$ cat config.mk
export PLATFORM = sky130hd
export DESIGN_NAME = stack_engine
export DESIGN_NICKNAME = d
export VERILOG_FILES = /design/src/rtl/stack_pkg.sv /design/src/rtl/stack_timeout_ctr.sv /design/src/rtl/stack_engine.sv
export SDC_FILE = /design/constraint.sdc
export NUM_CORES = 1
export LEC_CHECK = 0
export CORE_UTILIZATION = 45
export DETAILED_ROUTE_END_ITERATION = 7
export PLACE_DENSITY = 0.77
export SLEW_MARGIN = 20
export SYNTH_ARGS = -nofsm -noshare
export SYNTH_HDL_FRONTEND = slang
export SYNTH_HIERARCHICAL = 1
export SYNTH_SLANG_ARGS = --single-unit
$ cat constraint.sdc
create_clock -name clk -period 2.4 [get_ports clk]
set_clock_uncertainty 0.15 [all_clocks]
set_input_delay 0.24 -clock clk [delete_from_list [all_inputs] [get_ports clk]]
set_output_delay 0.24 -clock clk [all_outputs]
set_load 0.1 [all_outputs]
$ cat src/rtl/stack_pkg.sv
// Shared definitions for the stack instruction engine.
// Provides op encodings, error codes, FSM state type, default parameters and
// a helper that classifies ops as stack writes (PUSH/CALL) or reads (POP/RET).
package stack_pkg;

  localparam logic [1:0] OP_PUSH = 2'b00;
  localparam logic [1:0] OP_POP  = 2'b01;
  localparam logic [1:0] OP_CALL = 2'b10;
  localparam logic [1:0] OP_RET  = 2'b11;

  localparam logic [1:0] ERR_OK  = 2'b00;
  localparam logic [1:0] ERR_OVF = 2'b01;
  localparam logic [1:0] ERR_UNF = 2'b10;
  localparam logic [1:0] ERR_TMO = 2'b11;

  // Empty-stack SP value; a read with SP here underflows.
  localparam logic [7:0] SP_RESET = 8'hFF;

  localparam logic [7:0]  STACK_LIMIT_DEF = 8'd192;
  localparam int unsigned ACK_TIMEOUT_DEF = 16;

  typedef enum logic [1:0] {
    StIdle,
    StAccess,
    StDone
  } state_e;

  function automatic logic op_is_write(logic [1:0] op);
    return (op == OP_PUSH) || (op == OP_CALL);
  endfunction

endpackage

$ cat src/rtl/stack_timeout_ctr.sv
// Saturating wait counter for bus masters.
// Ports:
//   clk, rst : clock, asynchronous active-high reset
//   clear    : synchronous clear to zero (dominates inc)
//   inc      : count one waiting cycle
//   expire   : high in the cycle whose increment brings the count to Limit
module stack_timeout_ctr #(
  parameter  int unsigned Limit = 16,
  localparam int unsigned Width = $clog2(Limit + 1)
) (
  input  logic clk,
  input  logic rst,
  input  logic clear,
  input  logic inc,
  output logic expire
);

  logic [Width-1:0] count_q, count_d;

  always_comb begin
    count_d = count_q;
    if (clear) begin
      count_d = '0;
    end else if (inc && (count_q != Width'(Limit))) begin
      count_d = count_q + Width'(1);
    end
  end

  always_ff @(posedge clk or posedge rst) begin
    if (rst) begin
      count_q <= '0;
    end else begin
      count_q <= count_d;
    end
  end

  assign expire = inc & ~clear & (count_q == Width'(Limit - 1));

endmodule

$ cat src/rtl/stack_engine.sv
// Sequencer for PUSH/POP/CALL/RET: reads SP, performs one data-memory access
// over a req/ack handshake, then strobes the SP update and reports a response.
// Ports:
//   clk, rst                  : clock, asynchronous active-high reset
//   cmd_valid/ready/op/data   : command interface (accept on valid & ready)
//   sp_in                     : current R3 from the register file
//   sp_en, sp_op              : one-cycle SP update strobe (1 = inc, 0 = dec)
//   mem_req/we/addr/wdata     : memory request, held until ack or timeout
//   mem_ack, mem_rdata        : memory completion and same-cycle read data
//   rsp_valid/op/data/err     : one-cycle completion pulse and held results
module stack_engine
  import stack_pkg::*;
#(
  parameter logic [7:0]  STACK_LIMIT = STACK_LIMIT_DEF,
  parameter int unsigned ACK_TIMEOUT = ACK_TIMEOUT_DEF
) (
  input  logic       clk,
  input  logic       rst,
  input  logic       cmd_valid,
  output logic       cmd_ready,
  input  logic [1:0] cmd_op,
  input  logic [7:0] cmd_data,
  input  logic [7:0] sp_in,
  output logic       sp_en,
  output logic       sp_op,
  output logic       mem_req,
  output logic       mem_we,
  output logic [7:0] mem_addr,
  output logic [7:0] mem_wdata,
  input  logic       mem_ack,
  input  logic [7:0] mem_rdata,
  output logic       rsp_valid,
  output logic [1:0] rsp_op,
  output logic [7:0] rsp_data,
  output logic [1:0] rsp_err
);

  state_e     state_q, state_d;
  logic [1:0] op_q, op_d;
  logic       we_q, we_d;
  logic [7:0] addr_q, addr_d;
  logic [7:0] wdata_q, wdata_d;
  logic [1:0] rsp_op_q, rsp_op_d;
  logic [7:0] rsp_data_q, rsp_data_d;
  logic [1:0] rsp_err_q, rsp_err_d;
  logic       ctr_clear, ctr_inc, ctr_expire;

  stack_timeout_ctr #(
    .Limit(ACK_TIMEOUT)
  ) u_timeout (
    .clk   (clk),
    .rst   (rst),
    .clear (ctr_clear),
    .inc   (ctr_inc),
    .expire(ctr_expire)
  );

  always_comb begin
    state_d    = state_q;
    op_d       = op_q;
    we_d       = we_q;
    addr_d     = addr_q;
    wdata_d    = wdata_q;
    rsp_op_d   = rsp_op_q;
    rsp_data_d = rsp_data_q;
    rsp_err_d  = rsp_err_q;
    ctr_clear  = 1'b1;
    ctr_inc    = 1'b0;

    unique case (state_q)
      StIdle: begin
        if (cmd_valid) begin
          op_d = cmd_op;
          if (op_is_write(cmd_op)) begin
            we_d    = 1'b1;
            addr_d  = sp_in;
            wdata_d = cmd_data;
          end else begin
            we_d   = 1'b0;
            addr_d = sp_in + 8'd1;
          end
          // Bounds errors skip the memory access entirely.
          if (op_is_write(cmd_op) && (sp_in == STACK_LIMIT)) begin
            rsp_op_d   = cmd_op;
            rsp_data_d = 8'h00;
            rsp_err_d  = ERR_OVF;
            state_d    = StDone;
          end else if (!op_is_write(cmd_op) && (sp_in == SP_RESET)) begin
            rsp_op_d   = cmd_op;
            rsp_data_d = 8'h00;
            rsp_err_d  = ERR_UNF;
            state_d    = StDone;
          end else begin
            state_d = StAccess;
          end
        end
      end
      StAccess: begin
        ctr_clear = 1'b0;
        // Ack wins over a timeout expiring in the same cycle.
        if (mem_ack) begin
          rsp_op_d   = op_q;
          rsp_data_d = we_q ? 8'h00 : mem_rdata;
          rsp_err_d  = ERR_OK;
          state_d    = StDone;
        end else begin
          ctr_inc = 1'b1;
          if (ctr_expire) begin
            rsp_op_d   = op_q;
            rsp_data_d = 8'h00;
            rsp_err_d  = ERR_TMO;
            state_d    = StDone;
          end
        end
      end
      StDone: begin
        state_d = StIdle;
      end
      default: begin
        state_d = StIdle;
      end
    endcase
  end

  always_ff @(posedge clk or posedge rst) begin
    if (rst) begin
      state_q    <= StIdle;
      op_q       <= OP_PUSH;
      we_q       <= 1'b0;
      addr_q     <= 8'h00;
      wdata_q    <= 8'h00;
      rsp_op_q   <= 2'b00;
      rsp_data_q <= 8'h00;
      rsp_err_q  <= ERR_OK;
    end else begin
      state_q    <= state_d;
      op_q       <= op_d;
      we_q       <= we_d;
      addr_q     <= addr_d;
      wdata_q    <= wdata_d;
      rsp_op_q   <= rsp_op_d;
      rsp_data_q <= rsp_data_d;
      rsp_err_q  <= rsp_err_d;
    end
  end

  // Decoded from state so an asynchronous reset drops mem_req at once.
  assign cmd_ready = (state_q == StIdle);
  assign mem_req   = (state_q == StAccess);
  assign rsp_valid = (state_q == StDone);
  assign sp_en     = rsp_valid && (rsp_err_q == ERR_OK);
  assign sp_op     = sp_en && !op_is_write(rsp_op_q);
  assign mem_we    = we_q;
  assign mem_addr  = addr_q;
  assign mem_wdata = wdata_q;
  assign rsp_op    = rsp_op_q;
  assign rsp_data  = rsp_data_q;
  assign rsp_err   = rsp_err_q;

endmodule

==> flow_summary_export.csv, run 1 <==
group,metric,value,unit
placed_design,place.detailed.hpwl,3.26,mm
synthesis,yosysWarningCount,6,
cts,cts.root.buffer_cell,"sky130_fd_sc_hd__clkbuf_8",
cts,cts_hold_repair.buffers,0,
cts,cts.path.max_buffers,2,
cts,clkSlewWorstSetupHoldPaths,0.07,ns
setup_path,timing.critical_path.max_delay_family,"simple AND/OR/NAND/NOR gates",
sta,final-setup-viol-count,0,
cts,ctsHtreeMaxLevel,2,
cts,cts_resized,0,
synthesis,post_synth_inst_count,170,
setup_path,cell_count_along_the_critical_path,10,
routing,vias,1485,
routing,via_per_inst,5.00,
routing,drc_errors,0,
sta,grt_setup_unrepaired,"false",
setup_path,critPathArrivalTime,2.24,ns
setup_path,timing.reg2reg.setup_slack,0.19,ns
finish,num_antenna_cells,0,
placed_design,postPlaceCellArea,2550,µm²
setup_path,cp.buffers_inverters,1,
sta,tightest_slew,0.489,ns
setup_path,cp-endpoint,"rsp_op[0]",
synthesis,postSynthNetCount,205,
sta,timing.final.crit_share,92.2,%
cts,postCtsSetupBuffers,0,
synthesis,synthDominantAreaCellType,"sky130_fd_sc_hd__dfrtp_1",
global_route,aggregate_global_route_resource_usage,21.8,%
finish,layout.nets,283,
synthesis,yosysSeqAreaShare,52.0,%
synthesis,syn-mean-instance-area,10.8,µm²
cts,cts_num_sinks,38,
routing,ant_nets,0,
setup_path,cp_slowest_stage_delay,0.40,ns
floorplan,fp-row-count,22,
cts,clock_latency,0.29,ns
synthesis,netlist-cell-type-count,34,
global_route,first_global_vias,1545,
sta,max_slew_margin,67.3,%
setup_path,timing.critical_path.cells,"ha_1 > and3_2 > ha_1 > nand2_1 > nor2_1 > nor2_1 > a211oi_1 > o21ai_1 > buf_4 > mux2_4",
sta,finalCriticalPeriod,2.21,ns
floorplan,core,3770,µm²
global_route,grt-ovfl-total,0,
setup_path,timing_worst_setup_path_type,"flip-flop to flip-flop",
setup_path,ff_to_ff_path_depth,10,
finish,layout-drive-gt1-share,31.7,%
setup_path,crit_path_max_fanout,4,
setup_path,rr_endpoint,"rsp_op[0]",
floorplan,die_width,65.7,µm
sta,hold_viol_final,0,
routing,postRouteWirelength,4.17,mm
floorplan,overall_die_height,65.7,µm
cts,numCtsBuffers,5,
global_route,global_route_wire_length_before_repair,6.92,mm
outcome,run_status,"finished clean",
cts,cts_tree,"done",
placed_design,numPortBuffers,63,
setup_path,setup.worst_path.end_class,"flip-flop",
sta,setup-tns-final,0,ns
job,max_cap_viol_count,0,
synthesis,synth_top_area_share,52.0,%
setup_path,critical_path.slowest_cell,"sky130_fd_sc_hd__dfrtp_1",
global_route,grt_max_degree,34,
setup_path,critical_path.startpoint_type,"flip-flop",
finish,n_fill_cell,277,
worst_hold_path,hold_crit_class,"input port to asynchronous set/reset pin",
routing,routed_wire_length_per_instance,14.0,µm
setup_path,worst_setup_path_startpoint,"u_timeout/count_q[1]",
sta,achievable-frequency,452,MHz
setup_path,crit_required,2.43,ns
placed_design,routability_congestion_estimate_from_global_placement,0.866,
routing,detail_route.first_pass.iterations,4,
setup_path,r2r_start,"u_timeout/count_q[1]",
synthesis,ys_ff_latch,38,
synthesis,mappedNetlistArea,1830,µm²
floorplan,dieArea,4320,µm²
synthesis,post_synth_main_area_contributors,"sky130_fd_sc_hd__dfrtp_1, sky130_fd_sc_hd__mux2_2, sky130_fd_sc_hd__nand2_1",
routing,drc_marker_count_from_the_first_detailed_route_iteration,38,
floorplan,top_level_ports,64,
sta,finalMaxSlewViolations,0,
floorplan,initial_utilization,48.5,%
global_route,initial_antenna_violation_count,0,
finish,final_design_area_no_fill,2700,µm²
finish,syn_to_final_growth,47.4,%
-- layer usage --
layer | routed length, µm | up-vias | track usage, %
li1 | - | 725 | -
met1 | 1710 | 706 | 24.9
met2 | 2090 | 48 | 36.6
met3 | 294 | 6 | 7.47
met4 | 73 | 0 | 9.78
met5 | 0 | - | 0
-- final cells by class --
type | count | area [µm²] | share of cell area, %
clock buffer | 6 | 82.6 | 3.06
clock inverter | 2 | 60.1 | 2.23
inverter | 10 | 37.5 | 1.39
multi-input combinational | 117 | 836 | 31.0
sequential | 38 | 951 | 35.3
tap | 48 | 60.1 | 2.23
timing repair buffer | 76 | 668 | 24.8
-- synth_stat cells (all sizes together) --
cell     instances
dfrtp           38
nand2           30
mux2            13
nor2            13
inv             10
o21ai            9
a22o             8
ha               5
nand2b           4
xnor2            4
xor2             4
and2             3
clkbuf           3
nand4            3
a211oi           2
buf              2
mux2i            2
nand3            2
nor2b            2
nor3             2
or4              2
a21o             1
a21oi            1
and3             1
nand3b           1
nor3b            1
o21a             1
o2bb2ai          1
o31ai            1
or3b             1
-- kinds of logic (layout without fill, tap and decap cells) --
family	after synthesis	in the layout	share of synthesized area [%]
compound gates	24	24	9.99
xor+xnor	8	8	3.83
fa+ha+maj	5	5	3.42
buf+inv	15	94	3.56
flops	38	38	52.0
mux	15	15	9.51
simple gates	65	65	17.7
-- flip-flops by register name (all words and copies together), names as in the netlist --
| name | count |
|---|---|
| mem_wdata | 8 |
| op_q | 2 |
| rsp_data | 8 |
| u_timeout/count_q | 5 |
| state_q | 2 |
| mem_addr | 8 |
| rsp_op | 2 |
| rsp_err | 2 |
| mem_we | 1 |
-- metrics by stage --
| step | util (%) | instances | hold slack (ns) | setup WS, ns |
|---|---|---|---|---|
| 2_1_floorplan | - | 170 | -0.131 | -0.390 |
| 3_3_place_gp | 67.7 | 289 | 0.308 | -0.0178 |
| 3_5_place_dp | 67.7 | 289 | 0.317 | -0.0452 |
| 4_1_cts | 71.5 | 297 | 0.0306 | 0.192 |
| 5_1_grt | 71.5 | 297 | 0.0376 | 0.0390 |
| 6_report | 71.5 | 297 | 0.0312 | 0.187 |
-- worst min path at each step --
stage / from / end / slack (ns) / depth (start not counted)
finish: rst / u_timeout/count_q[3] / 0.03 / 2
global placement: op_q[1] / op_q[1] / 0.31 / 2
global route: rst / u_timeout/count_q[3] / 0.04 / 2
detailed placement: op_q[0] / op_q[0] / 0.32 / 2
floorplan: rst / u_timeout/count_q[0] / -0.13 / 1
CTS: rst / u_timeout/count_q[3] / 0.03 / 2
-- cells in the final DEF (no fill, tap or decap), drive strengths merged, types with 2 or more instances in the layout --
cell type / instances
nand3: 2
inv: 10
a211oi: 2
xnor2: 4
buf: 47
clkbuf: 6
nor2: 13
nand2b: 4
mux2i: 2
or4: 2
bufinv: 2
dfrtp: 38
a22o: 8
o21ai: 9
nor2b: 2
nand4: 3
clkdlybuf4s50: 29
nor3: 2
nand2: 30
and2: 3
ha: 5
mux2: 13
xor2: 4
Power of run 1 is left out: the tool's default activity adds up to more than one toggle a clock period on the data nets, which glitch-free logic cannot reach.
==> run 2: changes to the inputs <==
Settings changed: CTS_BUF_LIST set to sky130_fd_sc_hd__clkbuf_16.
==> run 2 against run 1 <==
Critical path depth did not move. Worst setup slack better by 0.0048 ns. Register-to-register slack hardly changed. Routed wire length is 4.8% higher. Clock-buffer cell count down 1. Design area rose by 2.0%. Final cell count rose by 0.34%. Global-route usage grew 1.2 points. Sequential share of layout area shrank 0.69 points. Sequential cell count did not move. First-iteration DRC count is 26% higher. Non-clock buffer count rose by 1.
==> flow_summary_export.csv, run 2 (synthesis gave the netlist of run 1 again) <==
group,metric,value,unit
cts,cts_hold_repair.buffers,0,
finish,syn_to_final_growth,50.4,%
floorplan,fp-row-count,22,
cts,cts.root.buffer_cell,"sky130_fd_sc_hd__clkbuf_16",
sta,finalMaxSlewViolations,0,
routing,drc_errors,0,
floorplan,overall_die_height,65.7,µm
finish,most_frequent_cells_in_the_layout,"sky130_fd_sc_hd__buf_4, sky130_fd_sc_hd__dfrtp_1, sky130_fd_sc_hd__nand2_1, sky130_fd_sc_hd__clkdlybuf4s50_1, sky130_fd_sc_hd__nor2_1",
finish,final_util,72.9,%
sta,worst_hold_slack,0.0464,ns
floorplan,dieArea,4320,µm²
global_route,global_route_wire_length_before_repair,7.27,mm
finish,n_fill_cell,259,
cts,clock_latency,0.28,ns
routing,top_signal_layer_used,"met4",
global_route,grt_max_degree,34,
placed_design,preCtsSetupSlack,-0.0452,ns
setup_path,critPathArrivalTime,2.23,ns
worst_hold_path,hold_crit_class,"input port to asynchronous set/reset pin",
routing,vias,1493,
global_route,aggregate_global_route_resource_usage,23.0,%
cts,postCtsSetupBuffers,0,
cts,cts_resized,0,
cts,cts_tree,"done",
routing,drc_marker_count_from_the_first_detailed_route_iteration,48,
sta,final-setup-viol-count,0,
cts,cts.path.max_buffers,2,
sta,hold_viol_final,0,
sta,tightest_slew,0.522,ns
sta,finalCriticalPeriod,2.21,ns
routing,ant_nets,0,
routing,detail_route.first_pass.iterations,4,
sta,setup-tns-final,0,ns
job,max_cap_viol_count,0,
finish,layout.nets,284,
routing,met2RoutedLength,2.21,mm
setup_path,cp.buffers_inverters,1,
placed_design,place.detailed.hpwl,3.26,mm
finish,num_antenna_cells,0,
routing,m1WireLength,1.77,mm
cts,ctsHtreeMaxLevel,2,
outcome,run_status,"finished clean",
setup_path,timing.critical_path.max_delay_family,"simple AND/OR/NAND/NOR gates",
setup_path,crit_required,2.42,ns
global_route,initial_antenna_violation_count,0,
sta,setup_slack,0.192,ns
floorplan,core,3770,µm²
floorplan,die_width,65.7,µm
cts,clkSlewWorstSetupHoldPaths,0.06,ns
setup_path,timing.critical_path.cells,"ha_1 > and3_2 > ha_1 > nand2_1 > nor2_1 > nor2_1 > a211oi_1 > o21ai_1 > buf_4 > mux2_4",
finish,multi_input_area,836,µm²
setup_path,timing_worst_setup_path_type,"flip-flop to flip-flop",
placed_design,routability_congestion_estimate_from_global_placement,0.866,
setup_path,critical_path.slowest_cell,"sky130_fd_sc_hd__dfrtp_1",
sta,achievable-frequency,453,MHz
routing,via_per_inst,5.01,
setup_path,crit_path_max_fanout,4,
finish,area.sequential,951,µm²
sta,timing.final.crit_share,92.0,%
routing,routed_wire_length_per_instance,14.7,µm
finish,final_common_cell,"sky130_fd_sc_hd__buf_4",
global_route,grt-ovfl-total,0,
setup_path,critical_path.startpoint_type,"flip-flop",
finish,layout-drive-gt1-share,31.6,%
floorplan,top_level_ports,64,
cts,cts_num_sinks,38,
global_route,first_global_vias,1572,
routing,postRouteWirelength,4.37,mm
sta,max_slew_margin,65.0,%
sta,grt_setup_unrepaired,"false",
setup_path,cp_slowest_stage_delay,0.39,ns
setup_path,setup.worst_path.end_class,"flip-flop",
cts,numCtsBuffers,5,
floorplan,initial_utilization,48.5,%
placed_design,numPortBuffers,63,
routing,met3_wirelength,289,µm
[run 2: changes by cell type in the layout (fill, tap and decap cells not counted), sizes merged]
cell and change:
clkinv +1, clkbuf -1, buf +1
[run 2: cell type report]
class                      count  area share, %
sequential                    38           34.6
multi-input combinational    117           30.4
timing repair buffer          77           24.6
clock buffer                   5           4.55
clock inverter                 3           2.32
tap                           48           2.18
inverter                      10           1.37
[run 2: worst paths after layout]
check                      slack, ns  depth (start not counted)                 start                    to
setup / recovery                0.19                         10  u_timeout/count_q[1]             rsp_op[0]
hold / removal                  0.05                          2                   rst  u_timeout/count_q[3]
setup reg to reg                0.19                         10  u_timeout/count_q[1]             rsp_op[0]
hold reg to reg                 0.33                          2               op_q[0]               op_q[0]
max in group asynchronous       1.56                          3                   rst          mem_wdata[0]
min in group clk                0.33                          2               op_q[0]               op_q[0]
[run 2: per-layer routing]
metal / vias up / global-route usage (%)
li1: 729 / -
met1: 707 / 25.6
met2: 49 / 39.3
met3: 8 / 8.16
met4: 0 / 10.1
met5: - / 0
[run 2: metrics by stage]
stage          area (µm²)  instances
5_1_grt              2750        298
6_report             2750        298
4_1_cts              2740        297
2_1_floorplan        1860        170
3_5_place_dp         2550        289
3_3_place_gp         2550        289
Power of run 2 is left out for the same reason.
==> run 3: changes to the inputs <==
Settings changed: CAP_MARGIN set to 5.
==> results of run 3 <==
Final layout, timing and power as in run 2 (identical DEF).
Power of run 3 is left out for the same reason.
